**src/rtl/hci_bank_starv_arbiter_if.sv**
```systemverilog
// hci_bank_starv_arbiter_if: TCDM request/response channel of one bank port
interface hci_bank_starv_arbiter_if #(
   parameter int AW = 32,
   parameter int DW = 32,
   parameter int BW = 8,
   parameter int IW = 8
);
   logic             req;
   logic             gnt;
   logic [AW-1:0]    add;
   logic             wen;
   logic [DW-1:0]    data;
   logic [DW/BW-1:0] be;
   logic [IW-1:0]    id;
   logic [DW-1:0]    r_data;
   logic             r_valid;
   logic [IW-1:0]    r_id;
   modport master (output req, add, wen, data, be, id, input gnt, r_data, r_valid, r_id);
   modport slave  (input req, add, wen, data, be, id, output gnt, r_data, r_valid, r_id);
endinterface

```
**src/rtl/hci_bank_starv_arbiter.sv**
```systemverilog
// hci_bank_starv_arbiter: per-bank hi/lo arbiter with starvation forcing and response routing
module hci_bank_starv_arbiter #(
   parameter int AW      = 32,
   parameter int DW      = 32,
   parameter int BW      = 8,
   parameter int IW      = 8,
   parameter int STALL_W = 8
) (
   input  logic                     clk_i,
   input  logic                     rst_ni,
   input  logic                     clear_i,
   input  logic                     invert_prio_i,
   input  logic [STALL_W-1:0]       max_stall_i,
   hci_bank_starv_arbiter_if.slave  hi,
   hci_bank_starv_arbiter_if.slave  lo,
   hci_bank_starv_arbiter_if.master mem
);
   typedef enum logic {NORMAL, FORCE} state_e;
   state_e             state_q;
   logic [STALL_W-1:0] stall_q, stall_nxt;
   logic               inv_q, resp_v_q, resp_lo_q;
   logic [IW-1:0]      resp_id_q;
   logic               p_req, s_req, win_prim, win_lo, hs, p_hs, s_hs, starve;
   // winner selection, bank-side muxing and response fan-out
   always_comb begin
      p_req     = invert_prio_i ? lo.req : hi.req;
      s_req     = invert_prio_i ? hi.req : lo.req;
      win_prim  = (state_q == NORMAL) ? p_req : ~s_req;
      win_lo    = ~(win_prim ^ invert_prio_i);
      mem.req   = win_lo ? lo.req  : hi.req;
      mem.add   = win_lo ? lo.add  : hi.add;
      mem.wen   = win_lo ? lo.wen  : hi.wen;
      mem.data  = win_lo ? lo.data : hi.data;
      mem.be    = win_lo ? lo.be   : hi.be;
      mem.id    = win_lo ? lo.id   : hi.id;
      hi.gnt    = ~win_lo & hi.req & mem.gnt;
      lo.gnt    = win_lo & lo.req & mem.gnt;
      hs        = mem.req & mem.gnt;
      p_hs      = hs & win_prim;
      s_hs      = hs & ~win_prim;
      stall_nxt = (s_hs | ~s_req) ? '0 : (p_hs && stall_q != '1) ? stall_q + STALL_W'(1) : stall_q;
      starve    = (max_stall_i != '0) && (stall_nxt >= max_stall_i);
      hi.r_data  = mem.r_data;
      lo.r_data  = mem.r_data;
      hi.r_valid = resp_v_q & ~resp_lo_q;
      lo.r_valid = resp_v_q & resp_lo_q;
      hi.r_id    = (resp_v_q & ~resp_lo_q) ? resp_id_q : '0;
      lo.r_id    = (resp_v_q & resp_lo_q) ? resp_id_q : '0;
   end
   // priority FSM, saturating stall counter and one-deep response owner tracking
   always_ff @(posedge clk_i or negedge rst_ni) begin
      if (!rst_ni) begin
         state_q   <= NORMAL;
         stall_q   <= '0;
         inv_q     <= 1'b0;
         resp_v_q  <= 1'b0;
         resp_lo_q <= 1'b0;
         resp_id_q <= '0;
      end else if (clear_i) begin
         state_q  <= NORMAL;
         stall_q  <= '0;
         inv_q    <= invert_prio_i;
         resp_v_q <= 1'b0;
      end else begin
         inv_q    <= invert_prio_i;
         resp_v_q <= hs;
         if (hs) begin
            resp_lo_q <= win_lo;
            resp_id_q <= mem.id;
         end
         if (invert_prio_i != inv_q) begin
            state_q <= NORMAL;
            stall_q <= '0;
         end else begin
            stall_q <= stall_nxt;
            state_q <= (state_q == NORMAL) ? (starve ? FORCE : NORMAL) : ((s_hs | ~s_req) ? NORMAL : FORCE);
         end
      end
   end
endmodule

```
**src/flat_wrapper.sv**
```systemverilog
// flat-port wrapper written by rule: the top's interface ports become plain ports
module hci_bank_starv_arbiter_flat 
#(
   parameter int AW      = 32,
   parameter int DW      = 32,
   parameter int BW      = 8,
   parameter int IW      = 8,
   parameter int STALL_W = 8
)
  (clk_i, rst_ni, clear_i, invert_prio_i, max_stall_i, hi_req, hi_add, hi_wen, hi_data, hi_be, hi_id, hi_gnt, hi_r_data, hi_r_valid, hi_r_id, lo_req, lo_add, lo_wen, lo_data, lo_be, lo_id, lo_gnt, lo_r_data, lo_r_valid, lo_r_id, mem_req, mem_add, mem_wen, mem_data, mem_be, mem_id, mem_gnt, mem_r_data, mem_r_valid, mem_r_id);
  hci_bank_starv_arbiter_if #(.AW(AW), .DW(DW), .BW(BW), .IW(IW)) hi_i ();
  hci_bank_starv_arbiter_if #(.AW(AW), .DW(DW), .BW(BW), .IW(IW)) lo_i ();
  hci_bank_starv_arbiter_if #(.AW(AW), .DW(DW), .BW(BW), .IW(IW)) mem_i ();
  input  logic clk_i;
  input  logic rst_ni;
  input  logic clear_i;
  input  logic invert_prio_i;
  input  logic [STALL_W-1:0] max_stall_i;
  input wire logic [$bits(hi_i.req)-1:0] hi_req;
  input wire logic [$bits(hi_i.add)-1:0] hi_add;
  input wire logic [$bits(hi_i.wen)-1:0] hi_wen;
  input wire logic [$bits(hi_i.data)-1:0] hi_data;
  input wire logic [$bits(hi_i.be)-1:0] hi_be;
  input wire logic [$bits(hi_i.id)-1:0] hi_id;
  output wire logic [$bits(hi_i.gnt)-1:0] hi_gnt;
  output wire logic [$bits(hi_i.r_data)-1:0] hi_r_data;
  output wire logic [$bits(hi_i.r_valid)-1:0] hi_r_valid;
  output wire logic [$bits(hi_i.r_id)-1:0] hi_r_id;
  input wire logic [$bits(lo_i.req)-1:0] lo_req;
  input wire logic [$bits(lo_i.add)-1:0] lo_add;
  input wire logic [$bits(lo_i.wen)-1:0] lo_wen;
  input wire logic [$bits(lo_i.data)-1:0] lo_data;
  input wire logic [$bits(lo_i.be)-1:0] lo_be;
  input wire logic [$bits(lo_i.id)-1:0] lo_id;
  output wire logic [$bits(lo_i.gnt)-1:0] lo_gnt;
  output wire logic [$bits(lo_i.r_data)-1:0] lo_r_data;
  output wire logic [$bits(lo_i.r_valid)-1:0] lo_r_valid;
  output wire logic [$bits(lo_i.r_id)-1:0] lo_r_id;
  output wire logic [$bits(mem_i.req)-1:0] mem_req;
  output wire logic [$bits(mem_i.add)-1:0] mem_add;
  output wire logic [$bits(mem_i.wen)-1:0] mem_wen;
  output wire logic [$bits(mem_i.data)-1:0] mem_data;
  output wire logic [$bits(mem_i.be)-1:0] mem_be;
  output wire logic [$bits(mem_i.id)-1:0] mem_id;
  input wire logic [$bits(mem_i.gnt)-1:0] mem_gnt;
  input wire logic [$bits(mem_i.r_data)-1:0] mem_r_data;
  input wire logic [$bits(mem_i.r_valid)-1:0] mem_r_valid;
  input wire logic [$bits(mem_i.r_id)-1:0] mem_r_id;
  assign hi_i.req = hi_req;
  assign hi_i.add = hi_add;
  assign hi_i.wen = hi_wen;
  assign hi_i.data = hi_data;
  assign hi_i.be = hi_be;
  assign hi_i.id = hi_id;
  assign hi_gnt = hi_i.gnt;
  assign hi_r_data = hi_i.r_data;
  assign hi_r_valid = hi_i.r_valid;
  assign hi_r_id = hi_i.r_id;
  assign lo_i.req = lo_req;
  assign lo_i.add = lo_add;
  assign lo_i.wen = lo_wen;
  assign lo_i.data = lo_data;
  assign lo_i.be = lo_be;
  assign lo_i.id = lo_id;
  assign lo_gnt = lo_i.gnt;
  assign lo_r_data = lo_i.r_data;
  assign lo_r_valid = lo_i.r_valid;
  assign lo_r_id = lo_i.r_id;
  assign mem_req = mem_i.req;
  assign mem_add = mem_i.add;
  assign mem_wen = mem_i.wen;
  assign mem_data = mem_i.data;
  assign mem_be = mem_i.be;
  assign mem_id = mem_i.id;
  assign mem_i.gnt = mem_gnt;
  assign mem_i.r_data = mem_r_data;
  assign mem_i.r_valid = mem_r_valid;
  assign mem_i.r_id = mem_r_id;
  hci_bank_starv_arbiter #(.AW(AW), .DW(DW), .BW(BW), .IW(IW), .STALL_W(STALL_W)) u_core (.clk_i(clk_i), .rst_ni(rst_ni), .clear_i(clear_i), .invert_prio_i(invert_prio_i), .max_stall_i(max_stall_i), .hi(hi_i), .lo(lo_i), .mem(mem_i));
endmodule
```
**config.mk**
```make
export PLATFORM = sky130hd
export DESIGN_NAME = hci_bank_starv_arbiter_flat
export DESIGN_NICKNAME = d
export VERILOG_FILES = /design/src/rtl/hci_bank_starv_arbiter_if.sv /design/src/rtl/hci_bank_starv_arbiter.sv /design/src/flat_wrapper.sv
export SDC_FILE = /design/constraint.sdc
export NUM_CORES = 1
export LEC_CHECK = 0
export ABC_AREA = 1
export CAP_MARGIN = 20
export CORE_AREA = 2 2 145 147
export DETAILED_ROUTE_END_ITERATION = 6
export DIE_AREA = 0 0 147 149
export PLACE_DENSITY = 0.64
export SYNTH_ARGS = -nofsm -noshare
export SYNTH_HDL_FRONTEND = slang
export SYNTH_SLANG_ARGS = --single-unit
```
**constraint.sdc**
```tcl
create_clock -name clk_i -period 2 [get_ports clk_i]
set_input_delay 0.3 -clock clk_i [delete_from_list [all_inputs] [get_ports clk_i]]
set_output_delay 0.3 -clock clk_i [all_outputs]
set_load 0.1 [all_outputs]
```
==> impl_metrics.ini <==
[global_routing]
globalRoute.totalOverflow = 0
antenna_found_initial = 0
grt_pass1_vias = 4282
wire_length_of_the_first_global_routing_pass_mm = 23.9
grt_use_total_pct = 13.8
grt_max_degree = 21

[timing]
min_tclk_post_route_ps = 2220
fin_hold_ws_ps = 400
finalSetupViolations = 80
hold_viol = 0
slew_headroom_pct = 66.6
worst_slew_pin_slew_ps = 500
min_period_over_period_pct = 111
setup_slack_ps = -216
timing.clock.skew_ps = 2.86
fmaxAchievable_ghz = 0.451
drv_slew = 0
rsz0062_at_grt = yes

[clock_tree]
clk_pin_slew_worst_paths_ps = 60
cts-root-buf = sky130_fd_sc_hd__clkbuf_16
ctsLongestPathBuffers = 2
clock_tree_from_tritoncts = built
cts_inserted_buffers = 3
numClockSinks = 20
cts_hold_buf = 0
clk_latency_ps = 250
htree_levels = 1

[finish]
fraction_of_layout_cells_with_a_size_suffix_above_1_pct = 47.0
layout.cells.most_common_list = 165 x sky130_fd_sc_hd__clkdlybuf4s50_1, 159 x sky130_fd_sc_hd__nand2_1, 109 x sky130_fd_sc_hd__buf_12, 96 x sky130_fd_sc_hd__nand2_4, 59 x sky130_fd_sc_hd__buf_4
finalNetCount = 1065
layout.cell_area.non_filler_um2 = 8670
fillers = 1943
layout_commonest_cell = sky130_fd_sc_hd__clkdlybuf4s50_1
insertedDiodeCount = 0
areaGrowthSynthToFinish_pct = 188

[setup_path]
required_ps = 1700
worst-setup-path-type = flip-flop to output pin
critical-path-max-stage-delay_ps = 450
cp_slowest_cell = sky130_fd_sc_hd__dfrtp_2
end_kind = output pin
signal_arrival_time_at_the_worst_endpoint_ps = 1920
critPathBufInv = 5
critical_path.cell_chain = inv_4 -> nand3_4 -> nand2_4 -> nand2_4 -> nand2_8 -> buf_12 -> buf_12 -> clkbuf_16 -> nand2_4 -> nand2_4 -> buf_12
timing.critical_path.max_delay_family = buffers and inverters
timing.critical_path.from_type = flip-flop
critical_path.max_fanout = 5
timing.critical_path.mode_cell = sky130_fd_sc_hd__nand2_4

[detailed_routing]
drc = 0
via_density = 3.83
postRouteAntennaNets = 0
wirelength_mm = 17.4
first_pass_iters = 4
detail_route.wl_per_cell_um = 15.5
drtIter0Drc = 69
dr_total_vias = 4284

[status]
violations = setup timing
outcome = finished with violations

[synth]
yosysUniqueCellTypes = 23
post_synthesis_net_count = 782
most_area_consuming_cells_after_synthesis = sky130_fd_sc_hd__nand2_1 38%, sky130_fd_sc_hd__dfrtp_1 17%, sky130_fd_sc_hd__buf_4 16%
syn_area_um2 = 3010
synth-seq-cells = 20
synth.top_cell.area_share_pct = 38.1
post-synth-top-area-cell = sky130_fd_sc_hd__nand2_1
synth-warning-count = 0
syn_inst = 563
avgSynthCellArea_um2 = 5.35
seq_area_frac_synth_pct = 16.6

[floorplan]
core_region_area_um2 = 20600
die_height_um = 149
pin_count = 372
floorplan.die_area_um2 = 21900
floorplan.rows = 53
die_width_um = 147
initial_utilization_pct = 14.7

[place]
placement_stage_cell_area_um2 = 7280
gp_routability_congestion = 0.791
portBuffers = 266
detailedPlacementHpwl_mm = 12.9
place_ws_ps = -579

[power_and_ir_drop]
peakVddDrop_v = 0.000244
power_density_nw_per_um2 = 561
p_leak_nw = 4.22

[flow_run]
maxCapViolCount = 0

[min_path]
hold_class = input port to async pin
## flip-flops by register name, indices dropped and copies added, names as in the netlist
signal	flops
u_core.state_q	1
u_core.resp_v_q	1
u_core.resp_id_q	8
u_core.stall_q	8
u_core.resp_lo_q	1
u_core.inv_q	1
## path summary, 6_finish.rpt
kind / start / end / slack, ps / cells past startpoint
setup / recovery: u_core.state_q$_DFF_PN0_ / mem_data[26] / -220 / 11
hold / removal: rst_ni / u_core.stall_q[4]$_DFF_PN0_ / 400 / 2
setup reg to reg: u_core.state_q$_DFF_PN0_ / u_core.state_q$_DFF_PN0_ / -130 / 16
hold reg to reg: u_core.resp_id_q[0]$_DFFE_PN0P_ / u_core.resp_id_q[0]$_DFFE_PN0P_ / 480 / 2
max in group asynchronous: rst_ni / u_core.state_q$_DFF_PN0_ / 1360 / 2
min in group clk_i: invert_prio_i / u_core.inv_q$_DFF_PN0_ / 410 / 2
## metal layers
metal	part of all wire [%]	GRT usage, %	up-vias
li1	-	-	2178
met1	40	16.8	1913
met2	50	23.8	166
met3	8.8	4.80	27
met4	1.6	2.88	0
met5	0	0	-
## worst reg2reg max path, cell delays in order (launching register included)
cell	delay, ps
sky130_fd_sc_hd__dfrtp_2	450
sky130_fd_sc_hd__inv_4	90
sky130_fd_sc_hd__nand3_4	120
sky130_fd_sc_hd__buf_4	170
sky130_fd_sc_hd__nand2_1	60
sky130_fd_sc_hd__nand3_1	120
sky130_fd_sc_hd__inv_2	160
sky130_fd_sc_hd__nand3_1	130
sky130_fd_sc_hd__ha_1	290
sky130_fd_sc_hd__nand2_1	70
sky130_fd_sc_hd__nand3_1	60
sky130_fd_sc_hd__nand2_1	60
sky130_fd_sc_hd__nand2_1	40
sky130_fd_sc_hd__nand2_1	50
sky130_fd_sc_hd__nand2_1	40
sky130_fd_sc_hd__nand2_1	50
sky130_fd_sc_hd__a21oi_1	50
## area by class of cell
cell class	instances	area, um^2	share of cell area, %
Multi-Input combinational cell	399	2800	32.3
Tap cell	275	344	3.97
Sequential cell	20	502	5.79
Inverter	63	244	2.81
Timing Repair Buffer	359	4710	54.3
Clock buffer	3	75.1	0.866
## Yosys cell counts (all sizes together)
master and instances:
and2 8, nor2 36, inv 62, a21oi 3
ha 9, buf 80, clkbuf 1, dfrtp 20
o21a 1, nor3 2, nand3b 2, o21ai 1
xor2 4, nand3 22, nand4 1, nand2 308
clkinv 1, nor4 2
## kinds of logic after synthesis
| logic type | share of synthesized area (%) |
|---|---|
| AO/OA/AOI/OAI | 0.913 |
| XOR/XNOR | 1.16 |
| adder cells (fa/ha/maj) | 3.74 |
| buffers and inverters | 27.6 |
| flip-flops | 16.6 |
| AND/OR/NAND/NOR | 50.0 |
## power by group
part           internal (mW)  switching (mW)
sequential             0.441          0.0206
combinational           1.59            2.39
clock                  0.264           0.151
## what timing repair did
action,CTS,global route
endpoints found under the hold margin,0,0
cloned,4,8
setup buffers,14,11
resized for setup,76,163
setup endpoints to repair,80,81
pin swaps,29,63
## metrics by stage
stage                     TNS, ps  util [%]  power (mW)  cells
final                      -11410      42.2        4.86   1119
after global routing       -18040      42.2        5.05   1119
after CTS                  -12090      38.3        4.61   1107
after detailed placement   -38530      35.4        3.98   1086
after global placement     -34730      35.4        3.97   1086
after floorplan             -1970         -        3.06    563
No activity file was read; power rests on OpenSTA's default activity.
